--- src/rtl/bcd2bi_seq_if.sv ---
// Handshake and data bundle for the sequential BCD-to-binary converter.
// The requester drives start/bcd_in; the converter returns status and result.
interface bcd2bi_seq_if;
   logic        start;
   logic [11:0] bcd_in;
   logic        busy;
   logic        done;
   logic [7:0]  dout;
   logic        ovf;
   logic        err;

   modport master (
      output start, bcd_in,
      input  busy, done, dout, ovf, err
   );

   modport slave (
      input  start, bcd_in,
      output busy, done, dout, ovf, err
   );
endinterface

--- src/rtl/bcd2bi_seq.sv ---
// Sequential three-digit BCD to 8-bit binary converter.
// Reverse double-dabble: shift right once per clock, then subtract 3 from
// any BCD nibble that is 8 or more. Ten iterations move the whole value into
// the 10-bit binary accumulator; dout is its low byte, ovf flags > 255.
module bcd2bi_seq (
   input logic        clk,
   input logic        rst_n,
   bcd2bi_seq_if.slave bus
);

   typedef enum logic [1:0] {
      IDLE,
      SHIFT,
      DONE
   } state_t;

   state_t      state;
   logic [21:0] work;
   logic [21:0] shifted;
   logic [21:0] next_work;
   logic [3:0]  cnt;
   logic        digit_bad;
   logic        busy_r;
   logic        done_r;
   logic [7:0]  dout_r;
   logic        ovf_r;
   logic        err_r;

   // Detect any input digit above 9 (checked only when a request is accepted).
   always_comb begin
      digit_bad = (bus.bcd_in[11:8] > 4'd9) ||
                  (bus.bcd_in[7:4]  > 4'd9) ||
                  (bus.bcd_in[3:0]  > 4'd9);
   end

   // One iteration: zero-fill right shift, then per-nibble correction with no borrow across digits.
   always_comb begin
      shifted   = work >> 1;
      next_work = shifted;
      for (int unsigned i = 0; i < 3; i++) begin
         if (shifted[10 + 4*i + 3]) begin
            next_work[10 + 4*i +: 4] = shifted[10 + 4*i +: 4] - 4'd3;
         end
      end
   end

   // Control FSM with registered handshake and result outputs.
   always_ff @(posedge clk) begin
      if (!rst_n) begin
         state  <= IDLE;
         work   <= '0;
         cnt    <= '0;
         busy_r <= 1'b0;
         done_r <= 1'b0;
         dout_r <= '0;
         ovf_r  <= 1'b0;
         err_r  <= 1'b0;
      end else begin
         case (state)
            IDLE: begin
               done_r <= 1'b0;
               busy_r <= 1'b0;
               if (bus.start) begin
                  if (digit_bad) begin
                     err_r  <= 1'b1;
                     dout_r <= '0;
                     ovf_r  <= 1'b0;
                     done_r <= 1'b1;
                     state  <= DONE;
                  end else begin
                     work   <= {bus.bcd_in, 10'b0};
                     cnt    <= '0;
                     busy_r <= 1'b1;
                     state  <= SHIFT;
                  end
               end
            end
            SHIFT: begin
               work <= next_work;
               cnt  <= cnt + 4'd1;
               if (cnt == 4'd9) begin
                  dout_r <= next_work[7:0];
                  ovf_r  <= |next_work[9:8];
                  err_r  <= 1'b0;
                  busy_r <= 1'b0;
                  done_r <= 1'b1;
                  state  <= DONE;
               end
            end
            DONE: begin
               done_r <= 1'b0;
               state  <= IDLE;
            end
            default: begin
               busy_r <= 1'b0;
               done_r <= 1'b0;
               state  <= IDLE;
            end
         endcase
      end
   end

   assign bus.busy = busy_r;
   assign bus.done = done_r;
   assign bus.dout = dout_r;
   assign bus.ovf  = ovf_r;
   assign bus.err  = err_r;

endmodule

--- src/flat_wrapper.sv ---
// flat-port wrapper written by rule: the top's interface ports become plain ports
module bcd2bi_seq_flat 
  (clk, rst_n, bus_start, bus_bcd_in, bus_busy, bus_done, bus_dout, bus_ovf, bus_err);
  bcd2bi_seq_if bus_i ();
  input logic clk;
  input logic rst_n;
  input wire logic [$bits(bus_i.start)-1:0] bus_start;
  input wire logic [$bits(bus_i.bcd_in)-1:0] bus_bcd_in;
  output wire logic [$bits(bus_i.busy)-1:0] bus_busy;
  output wire logic [$bits(bus_i.done)-1:0] bus_done;
  output wire logic [$bits(bus_i.dout)-1:0] bus_dout;
  output wire logic [$bits(bus_i.ovf)-1:0] bus_ovf;
  output wire logic [$bits(bus_i.err)-1:0] bus_err;
  assign bus_i.start = bus_start;
  assign bus_i.bcd_in = bus_bcd_in;
  assign bus_busy = bus_i.busy;
  assign bus_done = bus_i.done;
  assign bus_dout = bus_i.dout;
  assign bus_ovf = bus_i.ovf;
  assign bus_err = bus_i.err;
  bcd2bi_seq u_core (.clk(clk), .rst_n(rst_n), .bus(bus_i));
endmodule
--- config.mk ---
export PLATFORM = sky130hd
export DESIGN_NAME = bcd2bi_seq_flat
export DESIGN_NICKNAME = d
export VERILOG_FILES = /design/src/rtl/bcd2bi_seq_if.sv /design/src/rtl/bcd2bi_seq.sv /design/src/flat_wrapper.sv
export SDC_FILE = /design/constraint.sdc
export NUM_CORES = 1
export LEC_CHECK = 0
export ABC_AREA = 1
export BUFFER_PORTS_ARGS = -buffer_cell sky130_fd_sc_hd__buf_2
export CAP_MARGIN = 10
export CORE_MARGIN = 4
export CORE_UTILIZATION = 60
export CTS_CLUSTER_SIZE = 40
export DETAILED_ROUTE_END_ITERATION = 8
export MAX_ROUTING_LAYER = met4
export PLACE_DENSITY = 0.83
export SYNTH_ARGS = -nofsm -noshare
export SYNTH_HDL_FRONTEND = slang
export SYNTH_SLANG_ARGS = --single-unit
--- constraint.sdc ---
create_clock -name clk -period 2.5 [get_ports clk]
set_input_delay 0.375 -clock clk [delete_from_list [all_inputs] [get_ports clk]]
set_output_delay 0.375 -clock clk [all_outputs]
set_load 0.05 [all_outputs]
==> results of run 1 <==
state kept, by name, indices dropped and copies added, names as in the netlist:
register / flops
u_core.state: 2
u_core.bus.err: 1
u_core.work: 21
u_core.bus.ovf: 1
u_core.cnt: 4
u_core.bus.done: 1
u_core.bus.dout: 8
u_core.bus.busy: 1
worst paths after layout:
path	cells after the start	slack, ps	start	endpoint
setup / recovery	9	760	u_core.state[1]	u_core.bus.dout[0]
hold / removal	3	240	bus_bcd_in[0]	u_core.work[10]
setup reg to reg	9	760	u_core.state[1]	u_core.bus.dout[0]
hold reg to reg	2	460	u_core.bus.ovf	u_core.bus.ovf
cells in the final DEF (no fill, tap or decap), drive strengths merged, types with 2 or more instances in the layout:
master and n:
nand3 41, inv 20, ha 4, or2 3, dfxtp 39, nand4 2, a21oi 33, nor2 21
nand2 59, o21bai 2, o21ai 16, buf 28, nand3b 3, clkbuf 6, bufinv 2
cells by family (layout without fill, tap and decap cells):
group / Yosys count / in the layout / synth area share
multiplexers: 1 / 1 / 0.00541
adder cells (fa/ha/maj): 4 / 4 / 0.0271
flip-flops: 39 / 39 / 0.422
AND/OR/NAND/NOR: 129 / 129 / 0.333
buffers and inverters: 32 / 57 / 0.0717
AO/OA/AOI/OAI: 51 / 51 / 0.141
tightest hold or removal path, stage by stage:
cell	delay [ps]
buf_2	70
nor2_1	30
nor2_1	80
area by class of cell:
class / count / area [um^2]
well taps: 31 / 38.8
clock buffers: 6 / 41.3
inverters: 21 / 81.3
fillers: 238 / 769
multi-input cells: 185 / 936
flip-flops and latches: 39 / 781
clock inverters: 2 / 60.1
repair buffers: 28 / 145
stage by stage:
stage	hold slack, ps	cells	total power, mW
floorplan	458	256	0.889
global placement	448	304	0.944
detailed placement	451	304	0.947
CTS	233	312	1.46
global route	225	312	1.52
finish	239	312	1.45
power by group through the flow:
| stage | combinational [mW] | sequential (mW) | clock [mW] |
|---|---|---|---|
| finish | 0.255 | 0.681 | 0.515 |
| floorplan | 0.152 | 0.737 | 0 |
| CTS | 0.255 | 0.681 | 0.524 |
| global route | 0.284 | 0.685 | 0.554 |
| global placement | 0.250 | 0.693 | 0 |
| detailed placement | 0.253 | 0.694 | 0 |
layer usage:
layer  wire, um  share of wire  vias up  track usage
met1       1750           0.45      756        0.282
met3        265          0.068        7       0.0426
met4         67          0.017        0       0.0809
met2       1820           0.47       52        0.327
li1           -              -      896            -
met5          0              0        -            -
==> impl_metrics.py, run 1 <==
metrics = {
    "run": {
        "maxCapViolations": 0,
    },
    "floorplanning": {
        "die_y_um": 63.5,
        "fp.dieArea_um2": 4030,
        "rows": 19,
        "core-area_um2": 2850,
        "initial_core_util": 0.648,
        "dieWidth_um": 63.5,
        "num_io_pins": 27,
    },
    "cells_and_area": {
        "final_area_um2": 2080,
        "drive_gt1_frac": 0.171,
        "final_util": 0.730,
        "area_growth_pct": 12.7,
        "nets": 299,
        "num_antenna_cells": 0,
    },
    "placement": {
        "io_buffer_count": 26,
        "place_ws_ps": 653,
        "dpl_cell_area_um2": 1980,
        "gp_congestion": 0.854,
        "dp_hpwl_um": 2610,
    },
    "power": {
        "p_switching_uw": 407,
        "power_leakage_nw": 0.933,
        "p_comb_frac": 0.176,
        "p_int_mw": 1.04,
        "swShare": 0.280,
        "seq_power_share": 0.469,
        "ir_worst_vdd_mv": 0.444,
        "clkPwrFrac": 0.355,
        "power.density_nw_per_um2": 696,
    },
    "logic_synthesis": {
        "synth_cell_types": 26,
        "async_flop_share": 0,
        "synth_fp_nets": 275,
        "synth-edff-count": 0,
        "synth_area_um2": 1850,
        "synth.top_cells.by_count": "nand2_1, nand3_1, dfxtp_1, a21oi_1, nor2_1",
        "yosys-top-cells-area": "dfxtp_1, nand2_1, nand3_1, a21oi_1, nor2_1",
        "yosysSeqAreaShare": 0.422,
        "ys_warn_count": 0,
        "synth.most_common_cell": "nand2_1",
        "syn_inst": 256,
        "yosys_register_bits": 39,
        "synth_flop_cell": "dfxtp_1",
        "synth_top_area_cell": "dfxtp_1",
        "yosysTopAreaCellShare": 0.422,
        "avgSynthCellArea_um2": 7.22,
    },
    "detailed_routing": {
        "antenna_left": 0,
        "drt-vias-per-instance": 5.48,
        "drt_iter0_drc": 147,
        "vias": 1711,
        "dr.pass1.iters": 4,
        "drt-wirelength-per-cell_um": 12.5,
        "remaining_drc_errors": 0,
        "finalWirelength_um": 3910,
    },
    "cts": {
        "clkSinkCount": 39,
        "cts_setup_buffers": 0,
        "h-tree-depth": 2,
        "clockBufferDepth": 2,
        "insertion_delay_ps": 350,
        "cts_buffers": 5,
        "ctsResizeCount": 0,
        "cts_root_buf": "clkbuf_4",
        "clk_pin_slew_worst_paths_ps": 120,
        "cts_tree": "yes",
        "ctsHoldBuffers": 0,
    },
    "grt": {
        "grt_pass1_wl_um": 6730,
        "antenna_found_initial": 0,
        "grt_pass1_vias": 1508,
        "grt_overflow_total": 0,
        "grt_max_degree": 38,
        "grt_usage": 0.215,
    },
    "critical_path": {
        "cp-end-kind": "flip-flop",
        "cpMaxStageDelayCell": "dfxtp_1",
        "arrival_ps": 1990,
        "crit_top_cell": "nand2_4",
        "slowest_delay_ps": 430,
        "cp_max_fo": 37,
        "crit_buf_inv": 2,
        "crit_path_cell_trace": "inv_2 > nand2_8 > inv_4 > nand2_4 > nand2_4 > nor2_4 > nand3_1 > nand2_1 > nor2_2",
        "required_ps": 2750,
        "start_kind": "flip-flop",
        "critPathKind": "reg2reg",
        "cp_top_family": "simple AND/OR/NAND/NOR gates",
    },
    "sta": {
        "relSlewSlack": 0.617,
        "fin_tns_setup_ps": 0,
        "final_max_slew_viol_count": 0,
        "setup_violations": 0,
        "fmax_mhz": 574,
        "grt_setup_unrepaired": "no",
        "finalHoldViolations": 0,
        "period_minus_slack_ps": 1740,
        "fin_worst_skew_ps": 9.34,
        "worst_pin_slew_ps": 573,
        "setup_slack_ps": 758,
        "finalCritPeriodShare": 0.697,
    },
    "min_path": {
        "hold_path.class": "in2reg",
    },
    "status": {
        "status": "complete, no violations",
    },
}
Power figures use the tool's default switching activity.
==> inputs of run 2 (changes only) <==
- CORE_UTILIZATION: 60 -> 50
- PLACE_DENSITY: 0.83 -> 0.74
- clock period: 2.5 -> 1.5 ns (I/O delays scaled with it)
==> impl_metrics.py, run 2 (synthesis results as in run 1) <==
metrics = {
    "detailed_routing": {
        "finalWirelength_um": 4190,
        "drt-wirelength-per-cell_um": 12.5,
        "drt-vias-per-instance": 5.31,
        "dr.pass1.iters": 4,
        "drt_iter0_drc": 178,
        "vias": 1778,
        "antenna_left": 0,
        "remaining_drc_errors": 0,
    },
    "critical_path": {
        "cpMaxStageDelayCell": "dfxtp_1",
        "r2r_slack_ps": 120,
        "arrival_ps": 1560,
        "critPathKind": "reg2reg",
        "required_ps": 1680,
        "crit_path_cell_trace": "inv_1 > ha_1 > nand3_2 > nand2_4 > nand2_4 > nor2_4 > nand2_4 > nand2_1 > a21oi_1",
        "reg2reg_to": "u_core.bus.dout[1]",
        "slowest_delay_ps": 340,
        "rr_startpoint": "u_core.cnt[1]",
        "cp_max_fo": 8,
        "cp-end-kind": "flip-flop",
        "start_kind": "flip-flop",
        "crit_top_cell": "nand2_4",
        "rr_worst_depth": 9,
    },
    "cts": {
        "h-tree-depth": 2,
        "cts_setup_buffers": 0,
        "insertion_delay_ps": 300,
        "ctsHoldBuffers": 0,
        "ctsResizeCount": 0,
        "cts_root_buf": "clkbuf_8",
        "clk_pin_slew_worst_paths_ps": 80,
        "clkSinkCount": 39,
        "cts_buffers": 5,
        "cts_tree": "yes",
        "clockBufferDepth": 2,
    },
    "min_path": {
        "holdPathStages": 3,
        "holdCritStartpoint": "bus_bcd_in[4]",
        "hold_path.class": "in2reg",
        "min_to": "u_core.work[14]",
    },
    "sta": {
        "period_minus_slack_ps": 1380,
        "grt_setup_unrepaired": "yes",
        "fin_worst_skew_ps": 7.76,
        "final_max_slew_viol_count": 0,
        "fmax_mhz": 724,
        "worst_pin_slew_ps": 391,
        "relSlewSlack": 0.737,
        "setup_slack_ps": 118,
        "finalCritPeriodShare": 0.921,
        "finalHoldViolations": 0,
        "setup_violations": 0,
    },
    "power": {
        "p_int_mw": 1.56,
        "p_switching_uw": 715,
        "power_leakage_nw": 0.971,
        "clkPwrFrac": 0.300,
        "seq_power_share": 0.499,
        "swShare": 0.314,
        "p_comb_frac": 0.201,
        "ir_worst_vdd_mv": 0.542,
        "power.density_nw_per_um2": 1050,
    },
    "floorplanning": {
        "core-area_um2": 3440,
        "num_io_pins": 27,
        "die_y_um": 68.8,
        "rows": 21,
        "dieWidth_um": 68.8,
        "initial_core_util": 0.537,
        "fp.dieArea_um2": 4740,
    },
    "placement": {
        "place_ws_ps": 37.6,
        "dpl.cell_count": 326,
        "dp_hpwl_um": 2970,
        "gp_congestion": 0.895,
        "io_buffer_count": 26,
        "dpl_cell_area_um2": 2070,
    },
    "cells_and_area": {
        "area_growth_pct": 17.2,
        "regMostFlops": "u_core.work",
        "final_area_um2": 2170,
        "num_antenna_cells": 0,
        "nets": 307,
        "drive_gt1_frac": 0.204,
        "largest_reg_flops": 21,
        "layout_common_cells": "nand2_1, nand3_1, dfxtp_1, a21oi_1, buf_2",
        "final_common_cell": "nand2_1",
        "fin_cells": 335,
    },
    "grt": {
        "antenna_found_initial": 0,
        "grt_pass1_wl_um": 6890,
        "grt_usage": 0.206,
        "grt_max_degree": 37,
        "grt_pass1_vias": 1525,
        "grt_overflow_total": 0,
    },
    "status": {
        "status": "complete, no violations",
    },
    "run": {
        "maxCapViolations": 0,
    },
}
-- run 2: cell types whose count changed in the layout (fill, tap and decap cells not counted), moves of 2 or more --
cell / change
buf_4: +6
bufinv_16: -2
clkbuf_4: -5
clkbuf_8: +5
clkinv_2: +3
-- run 2: stage by stage --
stage          TNS (ps)   util  hold slack, ps  total power [mW]
2_1_floorplan         0      -             360              1.48
3_3_place_gp          0  0.600             444              1.60
3_5_place_dp          0  0.600             453              1.60
4_1_cts               0  0.625             142              2.29
5_1_grt          -0.186  0.630             190              2.40
6_report              0  0.630             150              2.28
-- run 2: layer usage --
layer  up-vias  wire [um]  global-route usage
li1        911          -                   -
met1       817       1780               0.254
met2        45       2100               0.321
met3         5        243              0.0632
met4         0         62              0.0681
met5         -          0                   -
-- run 2: layout make-up --
| cell class | instances | area (um^2) |
|---|---|---|
| clock buffers | 5 | 68.8 |
| well taps | 46 | 57.6 |
| inverters | 21 | 81.3 |
| fillers | 329 | 1270 |
| repair buffers | 35 | 210 |
| clock inverters | 3 | 15.0 |
| flip-flops and latches | 39 | 782 |
| multi-input cells | 186 | 952 |
-- run 2: critical path: cells and delay by family, from the launching register on --
kind / cells / cell delay [ps]
and+or+nand+nor: 6 / 680
buffers and inverters: 1 / 60
adders and majority gates: 1 / 150
DFF: 1 / 340
AOI/OAI and AO/OA: 1 / 50
-- run 2: power by group through the flow --
| stage | Sequential (mW) | Clock, mW | Combinational, mW |
|---|---|---|---|
| after floorplan | 1.23 | 0 | 0.253 |
| after global routing | 1.14 | 0.750 | 0.510 |
| after CTS | 1.13 | 0.706 | 0.450 |
| final | 1.14 | 0.683 | 0.457 |
| after detailed placement | 1.16 | 0 | 0.448 |
| after global placement | 1.16 | 0 | 0.443 |
-- run 2: worst max-delay path by stage --
| stage | start | endpoint | cells after the start |
|---|---|---|---|
| after global routing | u_core.cnt[1] | u_core.bus.dout[0] | 10 |
| after global placement | bus_bcd_in[2] | u_core.work[16] | 7 |
| after floorplan | u_core.cnt[0] | u_core.bus.dout[1] | 8 |
| after detailed placement | bus_bcd_in[2] | u_core.work[16] | 7 |
| final | u_core.cnt[1] | u_core.bus.dout[1] | 9 |
| after CTS | u_core.cnt[1] | u_core.bus.dout[0] | 10 |
